**src/rtl/mccoy_pkg.sv**
```systemverilog
// mccoy_pkg: shared types and constants for the mccoy program sequencer.
// Holds the FSM state encoding, the default instruction width and NOP word.
package mccoy_pkg;

   localparam int MCCOY_IW = 6;

   localparam logic [MCCOY_IW-1:0] MCCOY_NOP = 6'b000000;

   typedef enum logic [1:0] {
      IDLE = 2'd0,
      RUN  = 2'd1,
      DONE = 2'd2
   } state_t;

endpackage

```
**src/rtl/mccoy_seq_buf.sv**
```systemverilog
// mccoy_seq_buf: DEPTH x IW program register file.
// One synchronous write port, one asynchronous read port, no reset.
module mccoy_seq_buf #(
   parameter int DEPTH = 8,
   parameter int IW    = 6,
   parameter int AW    = $clog2(DEPTH)
) (
   input  logic          clk,
   input  logic          i_we,
   input  logic [AW-1:0] i_waddr,
   input  logic [IW-1:0] i_wdata,
   input  logic [AW-1:0] i_raddr,
   output logic [IW-1:0] o_rdata
);

   logic [IW-1:0] r_mem [DEPTH];

   // program words are appended one per accepted handshake
   always_ff @(posedge clk) begin
      if (i_we) begin
         r_mem[i_waddr] <= i_wdata;
      end
   end

   assign o_rdata = r_mem[i_raddr];

endmodule

```
**src/rtl/mccoy_sequencer.sv**
```systemverilog
// mccoy_sequencer: loads a short program, then replays it to a core.
// Optional single-step gating is built when MCCOY_SEQ_STEP_EN is defined.
module mccoy_sequencer
   import mccoy_pkg::*;
#(
   parameter int            DEPTH     = 8,
   parameter int            IW        = MCCOY_IW,
   parameter logic [IW-1:0] NOP_INSTR = MCCOY_NOP,
   parameter int            AW        = $clog2(DEPTH),
   parameter int            CW        = $clog2(DEPTH) + 1
) (
   input  logic          clk,
   input  logic          reset_n,
   input  logic          wr_valid,
   output logic          wr_ready,
   input  logic [IW-1:0] wr_instr,
   input  logic          clear,
   input  logic          start,
   input  logic          halt,
   input  logic          loop_en,
   input  logic          step_mode,
   input  logic          step,
   output logic [IW-1:0] instr_out,
   output logic          instr_valid,
   output logic          busy,
   output logic          done,
   output logic [CW-1:0] count
);

   localparam logic [CW-1:0] FULL = CW'(DEPTH);
   localparam logic [CW-1:0] ONE  = CW'(1);

   state_t        r_state;
   state_t        w_state_nx;
   logic [CW-1:0] r_pc;
   logic [CW-1:0] w_pc_nx;
   logic [CW-1:0] r_count;
   logic [IW-1:0] r_instr;
   logic [IW-1:0] w_instr_nx;
   logic [IW-1:0] w_rd_data;
   logic [AW-1:0] w_rd_addr;
   logic          r_valid;
   logic          w_issue;
   logic          w_adv;
   logic          w_last;
   logic          w_go;
   logic          w_clr;
   logic          w_we;
   logic          w_unused_step;

`ifdef MCCOY_SEQ_STEP_EN
   assign w_adv = !step_mode || step;
   assign w_unused_step = 1'b0;
`else
   assign w_adv = 1'b1;
   assign w_unused_step = step_mode ^ step;
`endif

   // pc == count means every word has gone out this pass
   assign w_last = (r_pc == r_count);
   assign w_clr  = (r_state == IDLE) && clear;
   // clear beats start when both arrive together
   assign w_go   = (r_state == IDLE) && start && !clear
                   && (r_count != '0);

   assign w_rd_addr = (r_state == RUN && !w_last)
                      ? r_pc[AW-1:0] : '0;

   mccoy_seq_buf #(
      .DEPTH (DEPTH),
      .IW    (IW),
      .AW    (AW)
   ) u_buf (
      .clk     (clk),
      .i_we    (w_we),
      .i_waddr (r_count[AW-1:0]),
      .i_wdata (wr_instr),
      .i_raddr (w_rd_addr),
      .o_rdata (w_rd_data)
   );

   // state register
   always_ff @(posedge clk or negedge reset_n) begin
      if (!reset_n) begin
         r_state <= IDLE;
      end else begin
         r_state <= w_state_nx;
      end
   end

   // next state, next pc and whether a word issues this edge
   always_comb begin
      w_state_nx = r_state;
      w_pc_nx    = r_pc;
      w_issue    = 1'b0;
      unique case (r_state)
         IDLE: begin
            if (w_go) begin
               w_state_nx = RUN;
               if (w_adv) begin
                  w_issue = 1'b1;
                  w_pc_nx = ONE;
               end else begin
                  w_pc_nx = '0;
               end
            end
         end
         RUN: begin
            if (halt) begin
               w_state_nx = IDLE;
               w_pc_nx    = '0;
            end else if (w_adv) begin
               if (!w_last) begin
                  w_issue = 1'b1;
                  w_pc_nx = r_pc + ONE;
               end else if (loop_en) begin
                  w_issue = 1'b1;
                  w_pc_nx = ONE;
               end else begin
                  w_state_nx = DONE;
                  w_pc_nx    = '0;
               end
            end
         end
         DONE: begin
            w_state_nx = IDLE;
            w_pc_nx    = '0;
         end
         default: begin
            w_state_nx = IDLE;
            w_pc_nx    = '0;
         end
      endcase
   end

   // status outputs, write handshake and next instruction word
   always_comb begin
      busy       = (r_state == RUN);
      done       = (r_state == DONE);
      wr_ready   = (r_state == IDLE) && (r_count < FULL)
                   && !start && !clear;
      w_we       = wr_valid && wr_ready;
      w_instr_nx = w_issue ? w_rd_data : NOP_INSTR;
   end

   // pc, issue register and load count
   always_ff @(posedge clk or negedge reset_n) begin
      if (!reset_n) begin
         r_pc    <= '0;
         r_instr <= NOP_INSTR;
         r_valid <= 1'b0;
         r_count <= '0;
      end else begin
         r_pc    <= w_pc_nx;
         r_instr <= w_instr_nx;
         r_valid <= w_issue;
         if (w_clr) begin
            r_count <= '0;
         end else if (w_we) begin
            r_count <= r_count + ONE;
         end
      end
   end

   assign instr_out   = r_instr;
   assign instr_valid = r_valid;
   assign count       = r_count;

endmodule

```
**config.mk**
```make
export PLATFORM = sky130hd
export DESIGN_NAME = mccoy_sequencer
export DESIGN_NICKNAME = d
export VERILOG_FILES = /design/src/rtl/mccoy_pkg.sv /design/src/rtl/mccoy_seq_buf.sv /design/src/rtl/mccoy_sequencer.sv
export SDC_FILE = /design/constraint.sdc
export NUM_CORES = 1
export LEC_CHECK = 0
export CAP_MARGIN = 25
export CORE_ASPECT_RATIO = 1.1
export CORE_MARGIN = 5
export CORE_UTILIZATION = 30
export CTS_BUF_LIST = sky130_fd_sc_hd__clkbuf_16
export DETAILED_ROUTE_END_ITERATION = 8
export GPL_ROUTABILITY_DRIVEN = 0
export SLEW_MARGIN = 20
export SYNTH_ARGS = -nofsm -noshare
export SYNTH_HDL_FRONTEND = slang
export SYNTH_SLANG_ARGS = --single-unit
export TNS_END_PERCENT = 1
```
**constraint.sdc**
```tcl
create_clock -name clk -period 1.83 [get_ports clk]
set_input_delay 0.183 -clock clk [delete_from_list [all_inputs] [get_ports clk]]
set_output_delay 0.183 -clock clk [all_outputs]
set_load 0.01 [all_outputs]
```
==> results.sh <==
export IMPL_status="finished, violations left"
export IMPL_violations="negative setup slack"
export IMPL_track_usage_pct=12.4
export IMPL_crit_type="flip-flop to flip-flop"
export IMPL_design_die_area_sq_um=11700
export IMPL_r2r_start="count[2]$_DFFE_PN0P_"
export IMPL_drv_slew=0
export IMPL_initial_core_util_pct=30.8
export IMPL_rows=37
export IMPL_place_inst=382
export IMPL_grt_max_degree=21
export IMPL_grt_setup_unrepaired="true"
export IMPL_htree_num_levels=3
export IMPL_cts_tree="built"
export IMPL_fin_ws_ps=-106
export IMPL_synth_edf_count=48
export IMPL_multiInputGateArea_sq_um=1140
export IMPL_max_freq_mhz=517
export IMPL_startpoint_type="flip-flop"
export IMPL_cp_arrival_ps=2150
export IMPL_setup_viol=5
export IMPL_clk_path_buf_depth=2
export IMPL_fill_cells=850
export IMPL_finalHoldViolCount=0
export IMPL_startpoint="count[2]$_DFFE_PN0P_"
export IMPL_fin_worst_skew_ps=5.71
export IMPL_hold_worst_slack_ps=184
export IMPL_avgSynthCellArea_sq_um=13.6
export IMPL_async_reset_ff_share_pct=26.2
export IMPL_cts_root_buffer="clkbuf_16"
export IMPL_grt_pass1_wl_um=11300
export IMPL_min_path_type="input pin to asynchronous set/reset pin"
export IMPL_cp_end_kind="flip-flop"
export IMPL_yosys_warnings=0
export IMPL_cp_max_fo=5
export IMPL_core_area_sq_um=9400
export IMPL_place_area_sq_um=3550
export IMPL_syn_nets=231
export IMPL_maxCapViolCount=0
export IMPL_port_buffers=26
export IMPL_num_antenna_cells=0
export IMPL_clk_latency_ps=330
export IMPL_synth_cells=213
export IMPL_drive_gt1_share_pct=32.1
export IMPL_drt_pass1_iter_count=4
export IMPL_peakVddDrop_v=0.000608
export IMPL_final_period_utilization_pct=106
export IMPL_wirelength_um=7260
export IMPL_num_vias=2079
export IMPL_viasPerCell=5.15
export IMPL_clkTransAtPathRegs_ps=60
export IMPL_ant_nets=0
export IMPL_die_x_um=104
export IMPL_final_cell_count_no_fill=404
export IMPL_synth_seq_area_share_pct=64.6
export IMPL_num_io_pins=29
export IMPL_clock_sinks=65
export IMPL_worstMarginPinSlew_ps=502
export IMPL_cts_buffers=9
export IMPL_ys_types=44
export IMPL_ys_seq_elements=65
export IMPL_drc=0
export IMPL_nets=301
export IMPL_slew_headroom_pct=66.4
export IMPL_grt_pass1_vias=2145
export IMPL_leakage_nw=1.50
export IMPL_design_area_sq_um=4100
export IMPL_area_sequential_sq_um=1870
export IMPL_place_hpwl_um=4960
export IMPL_grt_ovfl_total=0
export IMPL_cp_required_ps=2040
export IMPL_die_y_um=113
export IMPL_wl_per_cell_um=18.0
export IMPL_power_density_nw_per_um2=1030
export IMPL_antenna_found_initial=0
export IMPL_period_minus_slack_ps=1940
export IMPL_synth_flop_cell="edfxtp_1"
export IMPL_drt_iter0_drc=193
export IMPL_cts_hold_buffers=0
export IMPL_synth_area_sq_um=2890
export IMPL_syn2layout_area_growth_pct=41.8
cells by family (layout without fill, tap and decap cells):
logic type	count (synthesis)	after routing	share of synthesized area [%]
simple gates	56	56	10.3
buf+inv	17	91	2.55
compound gates	49	49	13.4
xor+xnor	9	9	2.99
flops	65	65	64.6
fa+ha+maj	3	3	1.30
mux	14	14	4.85
final timing paths:
kind / endpoint / slack [ps] / depth (start not counted)
worst min register to register: instr_out[3]$_DFF_PN0_ / 580 / 2
worst min-delay path: count[2]$_DFFE_PN0P_ / 180 / 2
worst max-delay path: instr_out[1]$_DFF_PN0_ / -110 / 6
max in group asynchronous: r_pc[2]$_DFFE_PN0P_ / 1430 / 2
worst max register to register: instr_out[1]$_DFF_PN0_ / -110 / 6
min in group clk: r_state[1]$_DFFE_PN0P_ / 470 / 2
registers in the layout, indices dropped and copies added (netlist names):
signal,flops
count,4
instr_out,6
instr_valid,1
r_pc,4
r_state,2
u_buf.r_mem,48
worst max-delay path, cell delays in order (launching register included):
cell and delay, ps:
dfrtp_2 480, xor2_4 200, o41ai_4 450, buf_4 210, buf_6 110, nor3_4 40
o32ai_2 320
cell usage after synthesis, types with 3 or more instances:
| library cell | count | share of area, % |
|---|---|---|
| edfxtp_1 | 48 | 50 |
| dfrtp_1 | 17 | 15 |
| a21oi_1 | 14 | 2.4 |
| mux2i_1 | 14 | 4.8 |
| nand2_1 | 11 | 1.4 |
| nor2_1 | 11 | 1.4 |
| nor3_1 | 10 | 1.7 |
| nand4_1 | 9 | 1.9 |
| buf_2 | 8 | 1.4 |
| a221oi_1 | 6 | 1.8 |
| o221ai_1 | 6 | 1.8 |
| o32ai_1 | 6 | 1.8 |
| inv_1 | 4 | 0.52 |
| xnor2_1 | 4 | 1.2 |
| xor2_1 | 4 | 1.2 |
| buf_1 | 3 | 0.39 |
| ha_1 | 3 | 1.3 |
| nand3_1 | 3 | 0.52 |
through the flow:
| stage | setup TNS [ps] | power (mW) | worst slack, ps | util [%] |
|---|---|---|---|---|
| 4_1_cts | -380 | 4.16 | -87.6 | 41.1 |
| 2_1_floorplan | 0 | 2.18 | 7.07 | - |
| 3_3_place_gp | -3590 | 2.45 | -222 | 37.8 |
| 6_report | -339 | 4.24 | -106 | 43.6 |
| 5_1_grt | -610 | 4.40 | -129 | 43.6 |
| 3_5_place_dp | -3070 | 2.46 | -218 | 37.8 |
cell usage in the layout, fill, tap and decap left out, types with 3 or more instances in the layout:
cell type         n
nor2_1           11
dfrtp_1          12
xor2_4            4
dfrtp_2           5
a21oi_1          14
edfxtp_1         48
nand2_1          11
o221ai_1          6
a221oi_2          4
nand4_1           9
nor3_1            7
inv_1             4
o32ai_2           3
buf_4            42
nand3_1           3
clkdlybuf4s50_1  24
ha_1              3
clkbuf_16         9
o32ai_1           3
mux2i_1          14
cell type report:
cell class	count	area share, %
Clock buffer	9	5.49
Clock inverter	6	1.65
Inverter	4	0.366
Multi-Input combinational cell	131	27.9
Sequential cell	65	45.7
Tap cell	117	3.57
Timing Repair Buffer	72	15.3
layer usage:
metal	routed length [um]	global-route usage, %	vias to the layer above
li1	-	-	972
met1	3090	15.6	1022
met2	3600	20.2	69
met3	399	3.88	16
met4	171	4.02	0
met5	0	0	-
where the power goes:
| part | leakage, nW | internal (mW) | switching [mW] |
|---|---|---|---|
| sequential | 0.658 | 1.62 | 0.0678 |
| combinational | 0.704 | 0.375 | 0.492 |
| clock | 0.138 | 1.05 | 0.629 |
| total | 1.50 | 3.05 | 1.19 |
what timing repair did:
action                                  4_1_cts  5_1_grt
endpoints found under the setup margin        8       10
pin swaps                                     0        7
resized for setup                             7       27
endpoints found under the hold margin         0        0
buffers inserted                              0        6
cloned                                        0        1
Power figures use the tool's default switching activity.
